===== config.mk =====
export PLATFORM = sky130hd
export DESIGN_NAME = ptmch_spi_rx
export DESIGN_NICKNAME = d
export VERILOG_FILES = /design/src/rtl/ptmch_spi_rx.sv
export SDC_FILE = /design/constraint.sdc
export NUM_CORES = 1
export LEC_CHECK = 0
export CAP_MARGIN = 25
export CORE_MARGIN = 2
export CORE_UTILIZATION = 48
export CTS_CLUSTER_SIZE = 25
export DETAILED_ROUTE_END_ITERATION = 8
export PLACE_DENSITY = 0.82
export SLEW_MARGIN = 20
export SYNTH_ARGS = -nofsm -noshare
export SYNTH_HDL_FRONTEND = slang
export SYNTH_SLANG_ARGS = --single-unit

===== constraint.sdc =====
create_clock -name CLK200M -period 1.8 [get_ports CLK200M]
set_input_delay 0.45 -clock CLK200M [delete_from_list [all_inputs] [get_ports CLK200M]]
set_output_delay 0.45 -clock CLK200M [all_outputs]
set_load 0.01 [all_outputs]

===== src/rtl/ptmch_spi_rx.sv =====
// SPI mode-0 slave receiver: one MSB-first frame per chip-select window, presented on a
// one-deep valid/ready buffer. Define SPI_RX_PARITY_EN to expect a trailing even-parity bit.
module ptmch_spi_rx #(
  parameter int FRAME_BITS  = 16,
  parameter int SYNC_STAGES = 2
) (
  input  logic                  CLK200M,
  input  logic                  RESET,
  input  logic                  SPI_CS,
  input  logic                  SPI_CLK,
  input  logic                  SPI_MOSI,
  output logic [FRAME_BITS-1:0] RX_DATA,
  output logic                  RX_VALID,
  input  logic                  RX_READY,
  output logic                  RX_ERR,
  output logic                  RX_OVF,
  output logic                  BUSY
);
`ifdef SPI_RX_PARITY_EN
  localparam int NBITS = FRAME_BITS + 1;
`else
  localparam int NBITS = FRAME_BITS;
`endif
  localparam int CW = $clog2(NBITS + 2);

  typedef enum logic [1:0] {IDLE, SHIFT, CHECK} state_t;
  state_t state, state_n;

  logic [SYNC_STAGES-1:0] cs_sync, clk_sync, mosi_sync;
  logic                   cs_d, clk_d, mosi_d;
  logic                   cs_fall, cs_rise, clk_rise;
  logic [NBITS-1:0]       sh;
  logic [CW-1:0]          cnt;
  logic                   frame_ok, load, ovf, err;
  logic [FRAME_BITS-1:0]  frame_data;

  // Edge pulses are registered; mosi_d is delayed by the same flop so it lines up with clk_rise.
  always_ff @(posedge CLK200M or posedge RESET) begin
    if (RESET) begin
      cs_sync   <= '1;
      clk_sync  <= '0;
      mosi_sync <= '0;
      cs_d      <= 1'b1;
      clk_d     <= 1'b0;
      mosi_d    <= 1'b0;
      cs_fall   <= 1'b0;
      cs_rise   <= 1'b0;
      clk_rise  <= 1'b0;
    end else begin
      cs_sync   <= {cs_sync[SYNC_STAGES-2:0], SPI_CS};
      clk_sync  <= {clk_sync[SYNC_STAGES-2:0], SPI_CLK};
      mosi_sync <= {mosi_sync[SYNC_STAGES-2:0], SPI_MOSI};
      cs_d      <= cs_sync[SYNC_STAGES-1];
      clk_d     <= clk_sync[SYNC_STAGES-1];
      mosi_d    <= mosi_sync[SYNC_STAGES-1];
      cs_fall   <= cs_d & ~cs_sync[SYNC_STAGES-1];
      cs_rise   <= ~cs_d & cs_sync[SYNC_STAGES-1];
      clk_rise  <= ~clk_d & clk_sync[SYNC_STAGES-1];
    end
  end

`ifdef SPI_RX_PARITY_EN
  assign frame_ok   = (cnt == CW'(NBITS)) && !(^sh);
  assign frame_data = sh[NBITS-1:1];
`else
  assign frame_ok   = (cnt == CW'(NBITS));
  assign frame_data = sh;
`endif

  always_comb begin
    state_n = state;
    load    = 1'b0;
    ovf     = 1'b0;
    err     = 1'b0;
    case (state)
      IDLE:  if (cs_fall) state_n = SHIFT;
      SHIFT: if (cs_rise) state_n = CHECK;
      CHECK: begin
        state_n = cs_fall ? SHIFT : IDLE;
        if (!frame_ok)                err  = 1'b1;
        else if (RX_VALID && !RX_READY) ovf = 1'b1;
        else                          load = 1'b1;
      end
      default: state_n = IDLE;
    endcase
  end

  always_ff @(posedge CLK200M or posedge RESET) begin
    if (RESET) begin
      state    <= IDLE;
      sh       <= '0;
      cnt      <= '0;
      RX_DATA  <= '0;
      RX_VALID <= 1'b0;
      RX_ERR   <= 1'b0;
      RX_OVF   <= 1'b0;
    end else begin
      state  <= state_n;
      RX_ERR <= err;
      RX_OVF <= ovf;
      if ((state == IDLE || state == CHECK) && cs_fall) begin
        cnt <= '0;
      end else if (state == SHIFT && clk_rise) begin
        sh <= {sh[NBITS-2:0], mosi_d};
        // Saturate one past the target so over-long frames stay distinguishable.
        if (cnt != CW'(NBITS + 1)) cnt <= cnt + CW'(1);
      end
      if (load) begin
        RX_DATA  <= frame_data;
        RX_VALID <= 1'b1;
      end else if (RX_VALID && RX_READY) begin
        RX_VALID <= 1'b0;
      end
    end
  end

  assign BUSY = (state == SHIFT);

endmodule


==> run summary, run 1 <==
post-synth top area cell = dfrtp_1
fillers = 301
sequential area share after synthesis = 66.1%
Routed Antenna Nets = 0
worst-path maximum fanout = 2
grt met3 use = 3.78%
GR Util met1 = 19.1%
die area = 4810 um2
Largest delay share family, worst path = buffers and inverters
status = finished, final reports clean
worst vdd ir = 0.570 mV
CTS H-tree lvls = 2
startpoint types = flop
final number of hold-violating endpoints = 0
CP Depth = 1
crit path cell chain = clkdlybuf4s50_1
Mean Syn Cell Area = 16.0 um2
CTS Buffer Depth = 2
largest net degree at the start of global routing = 33
WS Path Type = reg2out
P_leak = 1.20 nW
Reg-to-Reg Start = cnt[1]
DRT Wirelength = 3140 um
Crit path buffers/inverters = 1
Starting DRT DRC Count = 56
synth warn = 0
Synth Instances = 128
most numerous cell in the Yosys netlist = dfrtp_1
synthesized area = 2050 um2
GRT overflow = 0
worst hold-check path type = in2async
Area growth syn-to-layout = 20.3%
DP Area = 2370 um2
Finished Cell Area = 2460 um2
synth cell count leaders = dfrtp_1 (51), mux2_2 (22), mux2_4 (10)
initial antenna violation count = 0
Period Utilization, post-route = 93.5%
Clock Sinks = 54
Max-Cap Viols = 0
wire per inst = 14.8 um
vias in the first global route = 1172
chip width = 69.3 um
Post-synth EDFFs = 0
Final Power = 2.36 mW
met2 Use GR = 22.4%
CTS tree = done
Final #Nets = 170
CP max-delay cell = clkdlybuf4s50_1
HPWL Detailed = 2120 um
ratio of cells with drive above 1 in the final layout = 32.1%
hold buffers post-CTS = 0
final setup fails = 0
r2r endpoint = RX_DATA[0]
FF-to-FF setup slack = 0.13 ns
cts bufs inserted = 5
DR DRC count = 0
I/O Pins = 26
Post-synth ARST share = 100%
GRT Util Overall = 14.4%
router iterations before antenna repair = 4
Max Clk Rate = 0.594 GHz
setup ws final = 0.116 ns
top-area cell type share of the netlist area = 62.3%
Synthesized Nets = 137
Final Max Slew Viols = 0
GRT Max-Usage Layer = met2
commonest register cell after synthesis = dfrtp_1
global-route wire length before repair = 5440 um
max incr delay on CP = 0.55 ns
Die Y = 69.3 um
Slew HR = 73.6%
port buffer count = 25
Crit. End Element = output pin
Tmin final = 1.68 ns
Finished Core Util = 60.7%
Rows = 23
RSZ-0062 raised after global routing = no
clk slew on worst S/H paths = 0.09 ns
vias = 1109
worst skew pair latency = 0.30 ns
core footprint = 4060 um2
Initial Utilization = 50.5%
Root Buffer Master = clkbuf_8
WP data required = 1.35 ns
Slew @ Worst Pin = 0.397 ns
clock skew = 0.00592 ns
via density per instance = 5.23
R2R cell count = 5
GPL Wtd Cong = 0.762
arrival time at the worst endpoint = 1.23 ns
number of diodes = 0
Seq cells post-synth = 54
worst slack, placed = -0.132 ns
Cell variety after synth = 24
PD cells = 958 nW/um2
synth top area cells = dfrtp_1 (62%), mux2_2 (12%), mux2_4 (7.3%)
where the power goes:
part / total (mW) / switching [mW] / internal, mW
Combinational: 0.271 / 0.127 / 0.144
Sequential: 1.41 / 0.0837 / 1.33
Clock: 0.677 / 0.367 / 0.309
per-stage QoR:
step / hold slack [ns] / TNS [ns] / cells
after floorplan: 0.331 / 0 / 128
after global placement: 0.332 / -1.29 / 204
after detailed placement: 0.346 / -1.57 / 204
after CTS: 0.342 / 0 / 212
after global routing: 0.347 / 0 / 212
final: 0.336 / 0 / 212
flip-flops by register name, summed over array words and instances, names as in the netlist:
signal	count
cs_rise	1
state	2
cnt	5
mosi_sync	2
cs_fall	1
cs_d	1
RX_ERR	1
frame_data	16
clk_rise	1
RX_OVF	1
cs_sync	2
RX_VALID	1
mosi_d	1
RX_DATA	16
clk_d	1
clk_sync	2
cell type report:
class                      instances  area [um2]  share of cell area, %
inverter                           5        18.8                  0.761
clock inverter                     2        12.5                  0.508
tap                               50        62.6                   2.54
timing repair buffer              29         279                   11.3
sequential                        54        1360                   55.0
multi-input combinational         66         654                   26.5
clock buffer                       6        82.6                   3.35
what timing repair did:
action	4_1_cts	5_1_grt
setup buffers	0	0
resized for setup	1	0
endpoints found under the setup margin	1	0
placed cells by master, fill, tap and decap left out, drive strengths merged, types with 2 or more instances in the layout:
cell type | netlist | final
nand2 | 5 | 5
dfstp | 3 | 3
nand2b | 2 | 2
and4bb | 2 | 2
and2b | 2 | 2
o31ai | 3 | 3
ha | 3 | 3
clkbuf | 0 | 6
nand3 | 3 | 3
inv | 5 | 5
o211ai | 2 | 2
mux2i | 2 | 2
clkdlybuf4s50 | 0 | 24
dfrtp | 51 | 51
mux2 | 32 | 32
nor2b | 3 | 3
nor2 | 2 | 2
buf | 3 | 4
worst max-delay path by stage:
stage	end	startpoint	slack (ns)
floorplan	RX_DATA[0]	RESET	0.04
global placement	RX_DATA[13]	RX_READY	-0.11
detailed placement	RX_DATA[12]	RX_READY	-0.13
CTS	RX_DATA[12]	RX_DATA[12]	0.1
global route	RX_DATA[2]	cnt[1]	0.02
finish	RX_DATA[12]	RX_DATA[12]	0.12
layer usage:
metal	routed length [um]	up-vias
met5	0	-
met4	53	0
met3	110	7
met2	1500	23
met1	1480	575
li1	-	504
logic make-up after synthesis:
| group | share of synthesized area, % |
|---|---|
| multiplexers | 20.4 |
| AND/OR/NAND/NOR | 7.63 |
| AO/OA/AOI/OAI | 2.08 |
| adder cells (fa/ha/maj) | 1.83 |
| flip-flops | 66.1 |
| buffers and inverters | 1.95 |
No activity file was read; power rests on OpenSTA's default activity.
==> run 2, diff against run 1 <==
CORE_MARGIN = 4   (was 2)
CORE_UTILIZATION = 40   (was 48)
PLACE_DENSITY = 0.72   (was 0.82)
RECOVER_POWER = 50   (was default)
==> run summary, run 2 (synthesis results as in run 1) <==
global-route wire length before repair = 5490 um
worst-path maximum fanout = 16
GPL Wtd Cong = 0.732
number of diodes = 0
chip width = 79.6 um
initial antenna violation count = 0
cts bufs inserted = 5
Starting DRT DRC Count = 55
Largest delay share family, worst path = flip-flops
setup ws final = 0.117 ns
Flop pwr share = 61.8%
final setup fails = 0
HPWL Detailed = 2130 um
Internal Power = 1.73 mW
port buffer count = 25
crit path cell chain = inv_1 -> ha_1 -> and4bb_2 -> nand3_4 -> buf_12 -> mux2_2
DR DRC count = 0
Rows = 25
Net Sw Frac = 25.0%
final number of hold-violating endpoints = 0
vias = 1088
P_leak = 1.20 nW
clock skew = 0.00705 ns
worst hold-check path type = reg2reg
I/O Pins = 26
fillers = 414
worst vdd ir = 0.501 mV
status = finished, final reports clean
worst skew pair latency = 0.30 ns
Slew @ Worst Pin = 0.706 ns
Crit path buffers/inverters = 2
CTS tree = done
largest net degree at the start of global routing = 55
router iterations before antenna repair = 4
Die Y = 79.6 um
hold buffers post-CTS = 0
worst slack, placed = -0.172 ns
Area growth syn-to-layout = 20.9%
max incr delay on CP = 0.45 ns
vias in the first global route = 1129
Initial Utilization = 42.3%
Slew HR = 53.0%
Max-Cap Viols = 0
Routed Antenna Nets = 0
CP max-delay cell = dfrtp_1
arrival time at the worst endpoint = 1.87 ns
WP data required = 1.99 ns
commonest non-fill, non-tap cell in the layout = dfrtp_1
GRT overflow = 0
clock power share = 27.5%
Period Utilization, post-route = 93.5%
GRT Util Overall = 11.5%
wire per inst = 13.8 um
CTS Buffer Depth = 2
most frequent cells in the layout = dfrtp_1 (51), mux2_2 (22), clkdlybuf4s50_1 (20)
via density per instance = 4.77
Clock Sinks = 54
startpoint types = flop
PD cells = 931 nW/um2
core footprint = 4850 um2
Tmin final = 1.68 ns
DP Cell Count = 219
CTS H-tree lvls = 2
ratio of cells with drive above 1 in the final layout = 29.8%
RSZ-0062 raised after global routing = no
fin cells = 228
Final Max Slew Viols = 0
WS Path Type = reg2reg
clk slew on worst S/H paths = 0.08 ns
Sw Pwr = 576 uW
Crit. End Element = flop
die area = 6330 um2
DRT Wirelength = 3150 um
Gate power share = 10.7%
Final #Nets = 169
Root Buffer Master = clkbuf_8
Max Clk Rate = 0.594 GHz
==> run 2: cell types whose count changed in the layout (fill, tap and decap cells not counted) <==
cell,change
dfstp_1,+1
inv_2,-1
clkdlybuf4s50_1,-4
buf_12,+1
clkbuf_1,+1
buf_4,-3
dlygate4sd3_1,+4
clkinv_1,+1
clkinv_2,+1
clkbuf_8,-1
clkbuf_4,+1
clkinvlp_4,-1
dfstp_2,-1
==> run 2: through the flow <==
step	total power, mW	setup TNS [ns]	hold slack (ns)	utilization [%]	area (um2)
floorplan	1.61	0	0.331	-	2050
global placement	1.68	-1.36	0.333	49.3	2390
detailed placement	1.71	-2.27	0.335	49.3	2390
CTS	2.35	0	0.355	51.0	2470
global route	2.46	0	0.358	51.1	2480
finish	2.31	0	0.355	51.1	2480
==> run 2: layout make-up <==
cell class / instances / area (um2) / area share [%]
Timing Repair Buffer: 28 / 284 / 11.5
Clock inverter: 2 / 10.0 / 0.404
Tap cell: 67 / 83.8 / 3.38
Clock buffer: 6 / 72.6 / 2.93
Multi-Input combinational cell: 66 / 654 / 26.4
Sequential cell: 54 / 1360 / 54.7
Inverter: 5 / 18.8 / 0.757
==> run 2: worst reg2reg max path: cells and delay by family (launching register included) <==
family                   cells  cell delay, ns
buffers and inverters        2            0.24
flip-flops                   1            0.45
AND/OR/NAND/NOR              2            0.32
multiplexers                 1            0.35
adder cells (fa/ha/maj)      1            0.20
==> run 2: power by group through the flow <==
stage / Clock, mW / Sequential, mW / Combinational, mW
floorplan: 0 / 1.42 / 0.187
global placement: 0 / 1.44 / 0.240
detailed placement: 0 / 1.45 / 0.261
CTS: 0.666 / 1.43 / 0.261
global route: 0.718 / 1.45 / 0.294
finish: 0.634 / 1.43 / 0.247
==> run 2: final timing paths <==
check	startpoint	end	slack, ns	cells past startpoint
min	clk_sync[0]	clk_sync[1]	0.35	0
max	cnt[0]	RX_DATA[12]	0.12	6
max in group asynchronous	RESET	frame_data[1]	0.53	3
max reg2reg	cnt[0]	RX_DATA[12]	0.12	6
min in group asynchronous	RESET	frame_data[7]	0.80	3
min reg2reg	clk_sync[0]	clk_sync[1]	0.35	0
==> run 2: layer usage <==
| layer | share of wire, % | GRT usage (%) |
|---|---|---|
| met1 | 45 | 14.7 |
| met2 | 48 | 16.9 |
| met3 | 5.3 | 3.72 |
| met4 | 2.2 | 6.53 |
| met5 | 0 | 0 |
==> run 2: repair_timing <==
| item | 4_1_cts | 5_1_grt |
|---|---|---|
| setup buffers | 0 | 1 |
| endpoints found under the setup margin | 1 | 16 |
| pin swaps | 0 | 1 |
| gates resized for setup | 1 | 0 |
| cloned | 0 | 0 |
